File: config.mk
export PLATFORM = sky130hd
export DESIGN_NAME = bch_decode_sched
export DESIGN_NICKNAME = d
export VERILOG_FILES = /design/src/rtl/bch_decode_sched_pkg.sv /design/src/rtl/bch_decode_sched_fifo.sv /design/src/rtl/bch_decode_sched.sv
export SDC_FILE = /design/constraint.sdc
export NUM_CORES = 1
export LEC_CHECK = 0
export CAP_MARGIN = 40
export CORE_AREA = 3 3 66 68
export CTS_BUF_LIST = sky130_fd_sc_hd__clkbuf_16
export CTS_CLUSTER_SIZE = 14
export DETAILED_ROUTE_END_ITERATION = 16
export DIE_AREA = 0 0 69 71
export GPL_ROUTABILITY_DRIVEN = 1
export PLACE_DENSITY = 0.64
export SETUP_SLACK_MARGIN = 0.2
export SYNTH_ARGS = -nofsm -noshare
export SYNTH_HDL_FRONTEND = slang
export SYNTH_SLANG_ARGS = --single-unit
File: constraint.sdc
create_clock -name clk -period 5.6 [get_ports clk]
set_input_delay 0.56 -clock clk [delete_from_list [all_inputs] [get_ports clk]]
set_output_delay 0.56 -clock clk [all_outputs]
set_load 0.05 [all_outputs]
File: src/rtl/bch_decode_sched_pkg.sv
// Shared types and helpers for the BCH decode sequencer.
package bch_decode_sched_pkg;

    typedef enum logic [1:0] {
        IDLE  = 2'd0,
        LOAD  = 2'd1,
        STALL = 2'd2
    } state_e;

    function automatic int clog2(input int n);
        int r;
        r = 0;
        for (int i = 0; i < 31; i++) begin
            if ((1 << i) < n) r = i + 1;
        end
        return r;
    endfunction

    localparam int DEF_DATA_BEATS = 8;
    localparam int CNT_W          = clog2(DEF_DATA_BEATS);

endpackage

File: src/rtl/bch_decode_sched_fifo.sv
// Show-ahead tag FIFO: head is visible on rd_data with no latency; read and write may share a cycle.
module bch_tag_fifo
    import bch_decode_sched_pkg::*;
#(
    parameter int DEPTH = 4,
    parameter int W     = 4
) (
    input  logic         clk,
    input  logic         reset,
    input  logic         wr_en,
    input  logic [W-1:0] wr_data,
    input  logic         rd_en,
    output logic [W-1:0] rd_data,
    output logic         full,
    output logic         empty
);
    localparam int AW = clog2(DEPTH);

    logic [W-1:0] mem_q [DEPTH];
    logic [AW:0]  wr_ptr_q, wr_ptr_d;
    logic [AW:0]  rd_ptr_q, rd_ptr_d;
    logic         do_rd, do_wr;

    always_comb begin
        empty    = (wr_ptr_q == rd_ptr_q);
        full     = (wr_ptr_q[AW] != rd_ptr_q[AW]) && (wr_ptr_q[AW-1:0] == rd_ptr_q[AW-1:0]);
        rd_data  = mem_q[rd_ptr_q[AW-1:0]];
        do_rd    = rd_en && !empty;
        // A full FIFO still takes a write when the same cycle frees a slot.
        do_wr    = wr_en && (!full || do_rd);
        rd_ptr_d = do_rd ? rd_ptr_q + 1'b1 : rd_ptr_q;
        wr_ptr_d = do_wr ? wr_ptr_q + 1'b1 : wr_ptr_q;
    end

    always_ff @(posedge clk) begin
        if (reset) begin
            wr_ptr_q <= '0;
            rd_ptr_q <= '0;
        end else begin
            wr_ptr_q <= wr_ptr_d;
            rd_ptr_q <= rd_ptr_d;
        end
        if (do_wr && !reset) mem_q[wr_ptr_q[AW-1:0]] <= wr_data;
    end

endmodule

File: src/rtl/bch_decode_sched.sv
// BCH decode sequencer: syndrome beat loading, key-solver handoff and per-codeword tag tracking.
// Define BCH_DECODE_SCHED_STATS_EN to add saturating word/stall counters.
module bch_decode_sched
    import bch_decode_sched_pkg::*;
#(
    parameter int DATA_BEATS = 8,
    parameter int TAG_W      = 4,
    parameter int DEPTH      = 4
) (
    input  logic             clk,
    input  logic             reset,
    input  logic             in_valid,
    input  logic [TAG_W-1:0] in_tag,
    output logic             in_ready,
    input  logic             syn_ready,
    input  logic             syn_done,
    output logic             syn_start,
    output logic             syn_ce,
    input  logic             key_ready,
    output logic             key_start,
    input  logic             err_first,
    input  logic             err_valid,
    input  logic             err_last,
    output logic             out_valid,
    output logic [TAG_W-1:0] out_tag,
    output logic             out_last,
    output logic             busy,
    output logic             protocol_err
`ifdef BCH_DECODE_SCHED_STATS_EN
    ,
    output logic [31:0]      stat_words,
    output logic [31:0]      stat_stalls
`endif
);
    localparam int BEAT_W = clog2(DATA_BEATS);
    localparam logic [BEAT_W-1:0] LAST_BEAT = BEAT_W'(DATA_BEATS - 1);

    state_e            state_q, state_d;
    state_e            saved_q, saved_d;
    logic [BEAT_W-1:0] beat_cnt_q, beat_cnt_d;
    logic              perr_q, perr_d;
    logic              accept, chien, pop;
    logic              fifo_full, fifo_empty;
    logic [TAG_W-1:0]  fifo_head;

    bch_tag_fifo #(.DEPTH(DEPTH), .W(TAG_W)) u_fifo (
        .clk     (clk),
        .reset   (reset),
        .wr_en   (syn_start),
        .wr_data (in_tag),
        .rd_en   (pop),
        .rd_data (fifo_head),
        .full    (fifo_full),
        .empty   (fifo_empty)
    );

    always_comb begin
        syn_ce       = !syn_done || key_ready;
        key_start    = syn_done && key_ready;
        in_ready     = syn_ce && ((state_q == LOAD) ||
                                  (state_q == IDLE && syn_ready && !fifo_full));
        accept       = in_valid && in_ready;
        syn_start    = accept && (state_q != LOAD);
        chien        = err_first || err_valid;
        out_valid    = chien && !fifo_empty;
        out_last     = err_last && out_valid;
        pop          = out_last;
        out_tag      = fifo_empty ? '0 : fifo_head;
        busy         = !fifo_empty || (beat_cnt_q != '0);
        protocol_err = perr_q;
        perr_d       = perr_q || (chien && fifo_empty);

        state_d    = state_q;
        saved_d    = saved_q;
        beat_cnt_d = beat_cnt_q;
        if (state_q == STALL) begin
            if (key_ready) state_d = saved_q;
        end else if (syn_done && !key_ready) begin
            // No beat is accepted this cycle (syn_ce is low), so the current state is the resume point.
            state_d = STALL;
            saved_d = state_q;
        end else if (accept) begin
            if (state_q == IDLE) begin
                state_d    = LOAD;
                beat_cnt_d = BEAT_W'(1);
            end else if (beat_cnt_q == LAST_BEAT) begin
                state_d    = IDLE;
                beat_cnt_d = '0;
            end else begin
                beat_cnt_d = beat_cnt_q + 1'b1;
            end
        end
    end

    always_ff @(posedge clk) begin
        if (reset) begin
            state_q    <= IDLE;
            saved_q    <= IDLE;
            beat_cnt_q <= '0;
            perr_q     <= 1'b0;
        end else begin
            state_q    <= state_d;
            saved_q    <= saved_d;
            beat_cnt_q <= beat_cnt_d;
            perr_q     <= perr_d;
        end
    end

`ifdef BCH_DECODE_SCHED_STATS_EN
    logic [31:0] stat_words_q, stat_words_d;
    logic [31:0] stat_stalls_q, stat_stalls_d;

    always_comb begin
        stat_words_d  = stat_words_q;
        stat_stalls_d = stat_stalls_q;
        if (pop && stat_words_q != '1) stat_words_d = stat_words_q + 32'd1;
        if (state_q == STALL && stat_stalls_q != '1) stat_stalls_d = stat_stalls_q + 32'd1;
        stat_words  = stat_words_q;
        stat_stalls = stat_stalls_q;
    end

    always_ff @(posedge clk) begin
        if (reset) begin
            stat_words_q  <= '0;
            stat_stalls_q <= '0;
        end else begin
            stat_words_q  <= stat_words_d;
            stat_stalls_q <= stat_stalls_d;
        end
    end
`endif

endmodule

* Yosys cells after proc, flatten, opt, wreduce, memory -nomap -nowiden
Memories as Yosys holds them, arrays and structs flattened. A register that Yosys moved wholly into a read port is not among the register bits.
Index checks and enable logic that the tools add are counted.
Widths: inputs -> output; s select.
** Word-level totals
- Register bits after elaboration :: 14
- Bits in writable memories :: 16
- Input bits :: 13
- Output and inout port bits :: 12
- Word-level logic and storage cells :: 65
- Memories kept :: 1
** Cells by class
- Add/sub/neg operators :: 3
- Equal/unequal tests :: 8
- Muxes and demuxes :: 13
- Bitwise gates (word level) :: 2
- Reduce and logical (&&, ||, !) cells :: 32
** Memories
- u_fifo.mem_q :: words 4, width 4, read ports 1, clocked after memory_dff 1, wr ports 1, RTL line bch_decode_sched_fifo.sv:19 : logic [W-1:0] mem_q [DEPTH];
** Operator list (count)
- $mux 2 :: 8
- $logic_and 1x1->1 :: 14
- $add 3x1->3 const B :: 3
- $logic_or 1x1->1 :: 6
- $mux 3 :: 2
- $reduce_and 3->1 :: 2
- $reduce_bool 3->1 :: 2
- $logic_not 1->1 :: 5
- $mux 4 :: 1
- $reduce_bool 4->1 :: 1
- $eq 3x3->1 :: 1
- $eq 3x3->1 const B :: 1
- $eq 2x1->1 const B :: 1
- $eq 2x2->1 :: 1
- $eq 2x2->1 const B :: 1
- $logic_not 2->1 :: 1
- $mux 1 :: 2
- $ne 2x1->1 const B :: 1
- $ne 2x2->1 const B :: 1
- $not 1->1 :: 2
- $reduce_and 2->1 :: 1
- $ne 1x1->1 :: 1

* Longest topological paths before layout
- Depth in word-level cells :: 12
- Gate-level depth with buffers :: 6
- Gate-level depth less buffers :: 6

* Hierarchy
A second synthesis with hierarchy kept.
** Second synthesis, totals
- Cell total of the unflattened synthesis :: 139
- Area total of the unflattened synthesis :: 1624.1 µm²
** By module, submodules not included
- bch_tag_fifo :: instances 1, cells each 80, area an instance 1133.6 µm², seq. area each 640.6 µm²
- bch_decode_sched :: instances 1, cells each 59, area an instance 490.5 µm², seq. area each 160.2 µm²

* Worst setup path before layout
No wires, ideal clock.
- Kind :: flip-flop to output port
- From :: reg u_fifo.wr_ptr_q[1]
- To :: out in_ready
- Data arrival time :: 2.088 ns
- Required time :: 5.040 ns
- Path slack :: 2.952 ns
- Stages on the path, launching flop included :: 4
- Buffers on the path :: 0
- Cells stage by stage :: dfxtp_1 > xor2_1 > o31ai_1 > a211oi_1
** On the way
- Longest elaborated chain between the ends :: 6
** RTL lines
- start, declared :: RTL line bch_decode_sched_fifo.sv:20 : logic [AW:0] wr_ptr_q, wr_ptr_d;
- start signal, assigned :: RTL line bch_decode_sched_fifo.sv:40 : wr_ptr_q <= wr_ptr_d;
- $eq 2x2->1 :: RTL line bch_decode_sched_fifo.sv:26 : full = (wr_ptr_q[AW] != rd_ptr_q[AW]) && (wr_ptr_q[AW-1:0] == rd_ptr_q[AW-1:0]);
- $logic_and 1x1->1 :: RTL line bch_decode_sched_fifo.sv:26
- $logic_not 1->1 :: RTL line bch_decode_sched.sv:61 : (state_q == IDLE && syn_ready && !fifo_full));
- $logic_and 1x1->1 :: RTL line bch_decode_sched.sv:61
- $logic_or 1x1->1 :: RTL line bch_decode_sched.sv:60 : in_ready = syn_ce && ((state_q == LOAD) ||
- $logic_and 1x1->1 :: RTL line bch_decode_sched.sv:60
- end, declared :: RTL line bch_decode_sched.sv:14 : output logic in_ready,
No other way between the ends.

* Worst setup path after layout
- From :: in key_ready
- To :: out syn_start
** On the way
- Longest elaborated chain between the ends :: 4
** RTL lines
- start, declared :: RTL line bch_decode_sched.sv:19 : input logic key_ready,
- $logic_or 1x1->1 :: RTL line bch_decode_sched.sv:58 : syn_ce = !syn_done || key_ready;
- $logic_and 1x1->1 :: RTL line bch_decode_sched.sv:60
- $logic_and 1x1->1 :: RTL line bch_decode_sched.sv:62 : accept = in_valid && in_ready;
- $logic_and 1x1->1 :: RTL line bch_decode_sched.sv:63 : syn_start = accept && (state_q != LOAD);
- end, declared :: RTL line bch_decode_sched.sv:17 : output logic syn_start,
No other way between the ends.

==> results.md <==
- The flow ran to the end, and the final reports show no timing, DRC or antenna violations.
- The critical path data required time is between 5 and 6 ns.
- Cells with a size suffix above 1 make up between 10% and 20% of the layout.
- The remaining global-route overflow is 0.
- The number of instances in the synthesized netlist is between 100 and 150.
- The Yosys step of the flow raised 0 warnings.
- The number of distinct standard cells referenced by the synthesized netlist is between 40 and 50.
- In this run the power spent charging and discharging nets is 0.000174 W.
- The number of antenna violations at the first check in global routing is 0.
- The maximum fanout along the worst path is 7.
- Counting every net in the synthesized netlist gives around 150.
- Counting flops with a built-in enable in the synthesized netlist gives 16.
- The die covers roughly 5000 um^2.
- The maximum frequency from static timing analysis is a little over 0.3 GHz.
- In the routed design, unresolved DRC markers number 0.
- Setup total negative slack on the finished layout was measured at 0 ns.
- Entering global routing, the biggest net connects 24 pins.
- The share of the Yosys chip area taken by registers is 51.1%.
- The starting utilization of the core area is around two fifths.
- From bottom edge to top edge, the die measures around 70 um.
- The number of antenna cells inserted is 0.
- The number of buffers created by CTS is 5.
- The root buffer cell chosen for the clock tree is clkbuf_16.
- Wires add up to between 3000 and 4000 um.
- The core occupancy in the finished layout is 51.8%.
- After synthesis, the share of flip-flops with an asynchronous set or reset is 0%.
- The H-tree depth is 2.
- The met2 capacity usage during global routing is approximately a fifth.
- The most numerous cell type found on the critical path is clkdlybuf4s50_1.
- The floorplan has 23 rows.
- The final layout contains ~180 nets.
- The number of vias after detailed routing is ~1,100.
- Summing every instance area after synthesis gives between 1500 and 2000 um^2.
- The endpoint class of the critical path is a primary output.
- The part of the power in the clock network is around 44%.
- The area growth from synthesis to layout is 29.4%.
- For this design the top-level I/O count stands at 25.
- The worst setup path is launched from an input pin.
- Summed over all cells, the static leakage comes to around 0.75 nW.
- At the pin with the least slew margin, the transition time is 0.799 ns.
- The routed design could run at a clock period as short as 3.26 ns.
- In this run the biggest area consumer among cell types represents a little under a third of the synthesized area.
- Dividing the detail-routed wire length by the instance count gives 14.2 um.
- TritonCTS built the clock tree.
- The worst setup path category is in -> out.
- Global routing consumed, on the met3 layer, 5.40% of the routing resources.
- The first global-routing pass estimated between 5000 and 6000 um of wire.
- Buffers inserted to repair hold after CTS numbered 0.
- The part of the cycle the worst path needs is 58.2%.
- Counting instances in the post-synthesis netlist gives the leading cell types as dfxtp_1 (16), edfxtp_1 (16), nor2_1 (13).
- For this run, global-route usage on met1 was measured as 18.2%.
- The die boundary width is between 60 and 70 um.
- The area of the core is about 3900 um^2.
- Setup repair after global routing left no endpoint under its margin.
- Power spread over the standard cell area amounts to between 300 and 400 nW/um^2.
- Before antenna repair, the detailed router went through 4 iterations.
- In this run the worst hold path is classified as reg -> reg.
- The final HPWL from detailed placement is roughly 2300 um.
- The number of routed nets with antenna violations is 0.
- VDD sags by at most between 0.2 and 0.25 mV.
- The combinational group share of total power is between 10% and 20%.
- Each instance of the synthesized netlist takes up on average between 10 and 15 um^2.
- The cell type of the slowest stage on the worst timing path is clkdlybuf4s50_1.
- met2 is the most crowded layer.
- The clock skew is between 0.003 and 0.004 ns.
- The via count of the first global-routing pass is between 1,000 and 1,500.
- The switching share of total power is around 26%.
- The final RePlAce weighted congestion is 0.835.
- Clock tree synthesis found a total of 32 sinks.
- The register bit total from synthesis is 32.
- The tool flagged a number of max-cap violations equal to 0.
- After clock tree synthesis, the clock-pin slew on the worst setup and hold paths is about 0.05 ns.
- The largest single stage delay on the critical path is between 0.8 and 0.9 ns.
- The internal power of the cells is 0.000507 W.
- The commonest register cell after synthesis is edfxtp_1.
- After detailed placement, the design holds a cell count of between 200 and 250.
- Of all cell types, the one taking the most synthesized area is edfxtp_1.
- The total count of max-transition violations in the final report came to 0.
- The count of cells in the finished layout, fillers not included, comes to 213.
- Setup violations remaining at the end of the flow were counted as 0.
- In this run, the number of DRC markers left after iteration 0 of detailed routing was 49.
- The data arrival time of the worst path is between 2 and 3 ns.
- The maximum root-to-sink buffer count is 2.
- The later pin in the worst-skew pair is clocked with a latency of around 0.27 ns.
- The headroom to the max-slew limit is between 40% and 50%.
- The final number of hold-violating endpoints came to 0.
- The share of total power in sequential cells is approximately two fifths.
- Global routing used 13.9% of the available tracks.
- The count of input and output buffers is 24.
- The critical path goes through clkdlybuf4s50_1 > nor2b_4 > inv_1 > and3_1 > nand3_4 > inv_2 > clkdlybuf4s50_1.
- Ranked by total cell area, the synthesized netlist is headed by edfxtp_1 (31%), dfxtp_1 (20%), ha_1 (6.4%).
- The routed via count divided by cell count is approximately 5.2.
- Buffers added to address setup during post-CTS repair amount to 0.
- The total of cells resized after clock tree synthesis is 0.
state kept, by name, indices dropped and copies added (netlist names), named ones only:
| register | cells |
|---|---|
| beat_cnt_q | 3 |
| saved_q | 2 |
| u_fifo.mem_q | 16 |
| state_q | 2 |
| u_fifo.rd_ptr_q | 3 |
| protocol_err | 1 |
| u_fifo.wr_ptr_q | 3 |
power by group through the flow:
stage               combinational [W]  sequential, W  clock, W
floorplan                   0.0000773       0.000267         0
global placement             0.000117       0.000267         0
detailed placement           0.000119       0.000267         0
CTS                          0.000120       0.000262  0.000304
global route                 0.000127       0.000264  0.000318
finish                       0.000118       0.000263  0.000299
worst max-delay path: cells and delay by family:
kind,cells,cell delay (ns)
buffers and inverters,4,1.63
and+or+nand+nor,3,0.50
metrics by stage:
step	cell area (um^2)	setup WS, ns	hold WS [ns]	total power (W)
after floorplan	1570	2.95	0.454	0.000344
after global placement	1860	2.40	0.449	0.000384
after detailed placement	1860	2.37	0.461	0.000386
after CTS	2030	2.36	0.474	0.000686
after global routing	2030	2.24	0.497	0.000709
final	2030	2.34	0.471	0.000680
kinds of logic after synthesis:
group	after synthesis	synth area share [%]
buffers and inverters	13	3.11
DFF	32	51.1
adders and majority gates	8	6.39
xor gates and xnor gates	6	3.35
AOI/OAI and AO/OA	24	11.8
muxes	8	8.71
and+or+nand+nor	42	15.5
worst paths after layout:
path	from	endpoint	slack [ns]	cells past startpoint
worst max-delay path	key_ready	syn_start	2.34	7
worst min register to register	protocol_err	protocol_err	0.47	2
worst max register to register	u_fifo.wr_ptr_q[0]	u_fifo.mem_q[0][2]	3.36	4
worst min-delay path	protocol_err	protocol_err	0.47	2
cell usage in the layout (no fill, tap or decap), types with 2 or more instances in the layout:
| master | instances |
|---|---|
| a211oi_1 | 2 |
| a21oi_1 | 7 |
| and2_1 | 2 |
| clkbuf_16 | 5 |
| clkdlybuf4s50_1 | 24 |
| dfxtp_1 | 16 |
| edfxtp_1 | 16 |
| ha_1 | 8 |
| inv_1 | 10 |
| mux2i_1 | 2 |
| mux4_2 | 4 |
| nand2_1 | 5 |
| nor2_1 | 13 |
| nor2b_1 | 6 |
| nor3b_1 | 4 |
| o21ai_0 | 4 |
| o31ai_1 | 2 |
| xor2_1 | 5 |
layer usage:
layer	vias up	share of wire, %	wire length, um
li1	544	-	-
met1	530	45	1370
met2	30	48	1460
met3	5	4.7	143
met4	0	1.5	46
met5	-	0	0
area by class of cell:
| type | instances | area, um^2 |
|---|---|---|
| Inverter | 10 | 37.5 |
| Clock inverter | 3 | 38.8 |
| Tap cell | 50 | 62.6 |
| Clock buffer | 5 | 125 |
| Timing Repair Buffer | 25 | 245 |
| Fill cell | 366 | 1890 |
| Multi-Input combinational cell | 88 | 717 |
| Sequential cell | 32 | 801 |
Note: power is estimated with default switching activity, not from simulation.
